==> src/rtl/pal_cfg_loader.sv <==
// PAL configuration loader: accepts bitstream words over valid/ready and
// shifts them LSB first onto the PAL serial CFG input, one bit per cycle,
// stopping after exactly CFG_LEN bits and holding DONE until the next START.
module pal_cfg_loader #(
  parameter int N      = 4,
  parameter int M      = 3,
  parameter int P      = 3,
  parameter int WORD_W = 8
) (
  input  logic                                 CLK,
  input  logic                                 RST_N,
  input  logic                                 START,
  input  logic [WORD_W-1:0]                    WORD_DATA,
  input  logic                                 WORD_VALID,
  output logic                                 WORD_READY,
  output logic                                 CFG_BIT,
  output logic                                 CFG_SHIFT,
  output logic                                 BUSY,
  output logic                                 DONE,
  output logic [$clog2(2*N*P+M*P+1)-1:0]       BIT_CNT
);

  localparam int CFG_LEN = 2*N*P + M*P;
  localparam int CNT_W   = $clog2(CFG_LEN + 1);
  localparam int IDX_W   = (WORD_W > 1) ? $clog2(WORD_W) : 1;

  localparam logic [CNT_W-1:0] CFG_LEN_C = CNT_W'(CFG_LEN);
  localparam logic [IDX_W-1:0] IDX_LAST  = IDX_W'(WORD_W - 1);

  typedef enum logic [1:0] {
    S_IDLE,
    S_WAIT_WORD,
    S_SHIFT,
    S_DONE
  } state_e;

  state_e            state_q, state_d;
  logic [WORD_W-1:0] shreg_q, shreg_d;
  logic [IDX_W-1:0]  idx_q, idx_d;
  logic [CNT_W-1:0]  bit_cnt_q, bit_cnt_d;
  logic              word_ready_q, word_ready_d;
  logic              cfg_bit_q, cfg_bit_d;
  logic              cfg_shift_q, cfg_shift_d;
  logic              busy_q, busy_d;
  logic              done_q, done_d;

  // Next-state logic: START only matters when not loading; a word is taken
  // only on the handshake; SHIFT ends at the word boundary or at CFG_LEN.
  always_comb begin
    state_d   = state_q;
    shreg_d   = shreg_q;
    idx_d     = idx_q;
    bit_cnt_d = bit_cnt_q;
    unique case (state_q)
      S_IDLE, S_DONE: begin
        if (START) begin
          state_d   = S_WAIT_WORD;
          bit_cnt_d = '0;
        end
      end
      S_WAIT_WORD: begin
        if (WORD_VALID && word_ready_q) begin
          shreg_d = WORD_DATA;
          idx_d   = '0;
          state_d = S_SHIFT;
        end
      end
      S_SHIFT: begin
        bit_cnt_d = bit_cnt_q + CNT_W'(1);
        idx_d     = idx_q + IDX_W'(1);
        if (bit_cnt_d == CFG_LEN_C) begin
          state_d = S_DONE;
        end else if (idx_q == IDX_LAST) begin
          state_d = S_WAIT_WORD;
        end
      end
      default: state_d = S_IDLE;
    endcase
  end

  // Output decode from the next state so every output leaves a flop and
  // lines up with the cycle the state machine is actually in.
  always_comb begin
    word_ready_d = (state_d == S_WAIT_WORD);
    cfg_shift_d  = (state_d == S_SHIFT);
    busy_d       = word_ready_d || cfg_shift_d;
    done_d       = (state_d == S_DONE);
    cfg_bit_d    = cfg_shift_d ? shreg_d[idx_d] : 1'b0;
  end

  // State and output registers; reset abandons any partial load at once.
  always_ff @(posedge CLK or negedge RST_N) begin
    if (!RST_N) begin
      state_q      <= S_IDLE;
      shreg_q      <= '0;
      idx_q        <= '0;
      bit_cnt_q    <= '0;
      word_ready_q <= 1'b0;
      cfg_bit_q    <= 1'b0;
      cfg_shift_q  <= 1'b0;
      busy_q       <= 1'b0;
      done_q       <= 1'b0;
    end else begin
      state_q      <= state_d;
      shreg_q      <= shreg_d;
      idx_q        <= idx_d;
      bit_cnt_q    <= bit_cnt_d;
      word_ready_q <= word_ready_d;
      cfg_bit_q    <= cfg_bit_d;
      cfg_shift_q  <= cfg_shift_d;
      busy_q       <= busy_d;
      done_q       <= done_d;
    end
  end

  assign WORD_READY = word_ready_q;
  assign CFG_BIT    = cfg_bit_q;
  assign CFG_SHIFT  = cfg_shift_q;
  assign BUSY       = busy_q;
  assign DONE       = done_q;
  assign BIT_CNT    = bit_cnt_q;

endmodule

==> config.mk <==
export PLATFORM = sky130hd
export DESIGN_NAME = pal_cfg_loader
export DESIGN_NICKNAME = d
export VERILOG_FILES = /design/src/rtl/pal_cfg_loader.sv
export SDC_FILE = /design/constraint.sdc
export NUM_CORES = 1
export LEC_CHECK = 0
export BUFFER_PORTS_ARGS = -buffer_cell sky130_fd_sc_hd__buf_2
export CAP_MARGIN = 30
export CORE_AREA = 2 2 62 64
export DETAILED_ROUTE_END_ITERATION = 8
export DIE_AREA = 0 0 64 66
export PLACE_DENSITY = 0.74
export SYNTH_ARGS = -nofsm -noshare
export SYNTH_HDL_FRONTEND = slang
export SYNTH_SLANG_ARGS = --single-unit
==> constraint.sdc <==
create_clock -name CLK -period 2.9 [get_ports CLK]
set_input_delay 0.725 -clock CLK [delete_from_list [all_inputs] [get_ports CLK]]
set_output_delay 0.725 -clock CLK [all_outputs]
set_load 0.02 [all_outputs]
==> results.ini <==
[clock_tree]
clockRootBuffer = clkbuf_4
cts_buffers = 3
insertion_delay_ps = 320
hold_buffers = 0
clk_pin_slew_ps = 130
clock_sinks = 24
cts_resized = 0
cts_buffer_depth = 2
post_cts_buffers = 0
cts.htree.levels = 1
cts_tree = built

[floorplan]
dieHeight_um = 66
die_w_um = 64
dieArea_um2 = 4220
rows = 22
core_area_um2 = 3550
start_util_pct = 43.9
num_io_pins = 23

[synthesis]
synth_area_um2 = 1560
ys_async_sr_fraction_pct = 100
synth_xor_area_share_pct = 0.562
synth_edf_count = 0
postSynthCellCount = 151
synth_simple_gate_area_share_pct = 13.0
ys_types = 45
synthesis.nets = 172
avgSynthCellArea_um2 = 10.3
synthMuxAreaShare_pct = 11.6
synth_top_family_by_area = compound AO/OA/AOI/OAI gates
synth_seq_cells = 24
synth-seq-area-share_pct = 38.6
ys_dominant_reg_cell = dfrtp_1
yosysWarnings = 0
synthAdderAreaFrac_pct = 7.23
synth_compound_area_share_pct = 25.3

[global_route]
grt_pass1_vias = 1259
grtUsageTotal_pct = 17.6
antenna_found_initial = 0
overflow = 0
grt_max_degree = 25
grt_pass1_wl_mm = 5.85

[power]
p_sw_share_pct = 44.0
p_int_uw = 854
netSwitchingPower_uw = 670
seqPwrFrac_pct = 35.2
ir_worst_vdd_uv = 354
power_density_nw_per_um2 = 867
combPwrFrac_pct = 52.9
p_leak_uw = 0.000824
clkPwrFrac_pct = 11.9

[sta]
tns_ps = 0
rsz0062_at_grt = no
min_period_over_period_pct = 83.4
fin_worst_skew_ps = 3.03
setup_viol = 0
slew_headroom_pct = 61.5
period_minus_slack_ps = 2420
fmax_mhz = 413
tightest_slew_ps = 577
drv_slew = 0
hold_viol = 0

[worst_setup_path]
worstSetupPathType = reg2reg
required_ps = 3170
arrival_ps = 2690
worst_setup_path_start_kind = flip-flop
end_kind = flip-flop
crit_path_max_fanout = 17
rrSetupSlack_ps = 480

[finish]
syn2layout_area_growth_pct = 12.9
fin_area_um2 = 1760
layout.nets = 196
final_layout_size_suffix_gt1_share_pct = 20.7
antenna_cells = 0
fillers = 323

[route]
via_per_inst = 5.95
drc = 0
drt-pass1-iter-count = 4
dr_total_vias = 1321
drtIter0Drc = 68
detail-route-antenna-nets = 0
post_drt_wl_per_cell_um = 15.7
wl_mm = 3.48

[outcome]
status = completed

[place]
placed_cell_area_um2 = 1720
portBuffers = 22
place_congestion = 0.834
hpwl_mm = 2.53

[hold_path]
hold_class = in2async

[run]
max_cap_viol_count = 0

-- critical path, cell delays in order, from the launching register on --
cell,delay (ps)
dfrtp_1,400
inv_1,60
ha_1,530
nor2b_2,430
nand2_1,140
a221o_1,370
o22a_1,180
o2111ai_1,80
o211a_1,170
-- cell type report --
type,instances,area [µm²],area share [%]
inverters,6,22.5,1.28
clock buffers,4,36.3,2.06
well taps,48,60.1,3.42
flip-flops and latches,24,601,34.2
multi-input cells,114,898,51.1
repair buffers,26,140,7.97
-- power groups by stage --
stage / combinational, µW / clock (µW) / sequential, µW
finish: 806 / 181 / 537
global route: 893 / 201 / 551
CTS: 805 / 187 / 536
detailed placement: 802 / 0 / 542
global placement: 771 / 0 / 535
floorplan: 573 / 0 / 556
-- sequential cells by signal (all words and copies together) (netlist names), 2 cells and up --
register / cells
shreg_q: 8
BIT_CNT: 6
idx_q: 3
state_q: 2
-- worst paths after layout --
kind	start	cells after the start	endpoint
min in group CLK	shreg_q[7]$_DFF_PN0_	1	shreg_q[7]$_DFF_PN0_
worst min-delay path	RST_N	1	BIT_CNT[0]$_DFFE_PN0P_
worst min register to register	shreg_q[7]$_DFF_PN0_	1	shreg_q[7]$_DFF_PN0_
max in group asynchronous	RST_N	1	shreg_q[5]$_DFF_PN0_
worst max-delay path	state_q[0]$_DFF_PN0_	8	CFG_BIT$_DFF_PN0_
worst max register to register	state_q[0]$_DFF_PN0_	8	CFG_BIT$_DFF_PN0_
-- metal layers --
metal / routed length [µm] / track usage [%]
met2: 1760 / 30.9
met5: 0 / 0
met1: 1500 / 22.7
met3: 179 / 2.39
met4: 38 / 4.89
-- cells in the mapped netlist, types with 2 or more instances --
master     number  area share (%)
ha_1            9             7.2
o21ai_0         2            0.64
a32o_1          2             1.3
nor3_1          5             1.6
o221ai_1        4             2.2
nor2b_1         2            0.80
a21oi_1         6             1.9
buf_2           2            0.64
nand3_1         5             1.6
nand2_1        14             3.4
mux2_1          8             5.8
nand2b_1        4             1.6
a21o_1          3             1.4
nor2_1          7             1.7
clkbuf_1        3            0.72
a221o_1         2             1.3
o2111ai_1       2             1.1
o22a_1          5             2.8
inv_1           6             1.4
mux2i_1         9             5.8
dfrtp_1        24              39
a22o_1          4             2.2
-- through the flow --
| step | instances | util (%) | hold WS (ps) | setup slack, ps | power [µW] |
|---|---|---|---|---|---|
| after floorplan | 151 | - | 429 | 815 | 1130 |
| after global placement | 218 | 48.5 | 488 | 651 | 1310 |
| after detailed placement | 218 | 48.5 | 481 | 543 | 1340 |
| after CTS | 222 | 49.5 | 382 | 520 | 1530 |
| after global routing | 222 | 49.5 | 400 | 286 | 1640 |
| final | 222 | 49.5 | 375 | 480 | 1520 |
-- cell usage in the layout (no fill, tap or decap), types with 5 or more instances in the layout --
master   count
nor2_1       7
nand3_1      5
nand2_1     14
mux2i_1      9
buf_2       22
inv_1        6
mux2_1       8
ha_1         9
o22a_1       5
a21oi_1      6
dfrtp_1     24
nor3_1       5
-- kinds of logic (layout without fill, tap and decap cells) --
family / count (synthesis) / count (layout)
flops: 24 / 24
compound gates: 45 / 45
buf+inv: 13 / 36
mux: 17 / 17
simple gates: 42 / 42
xor+xnor: 1 / 1
fa+ha+maj: 9 / 9
Power figures use the tool's default switching activity.
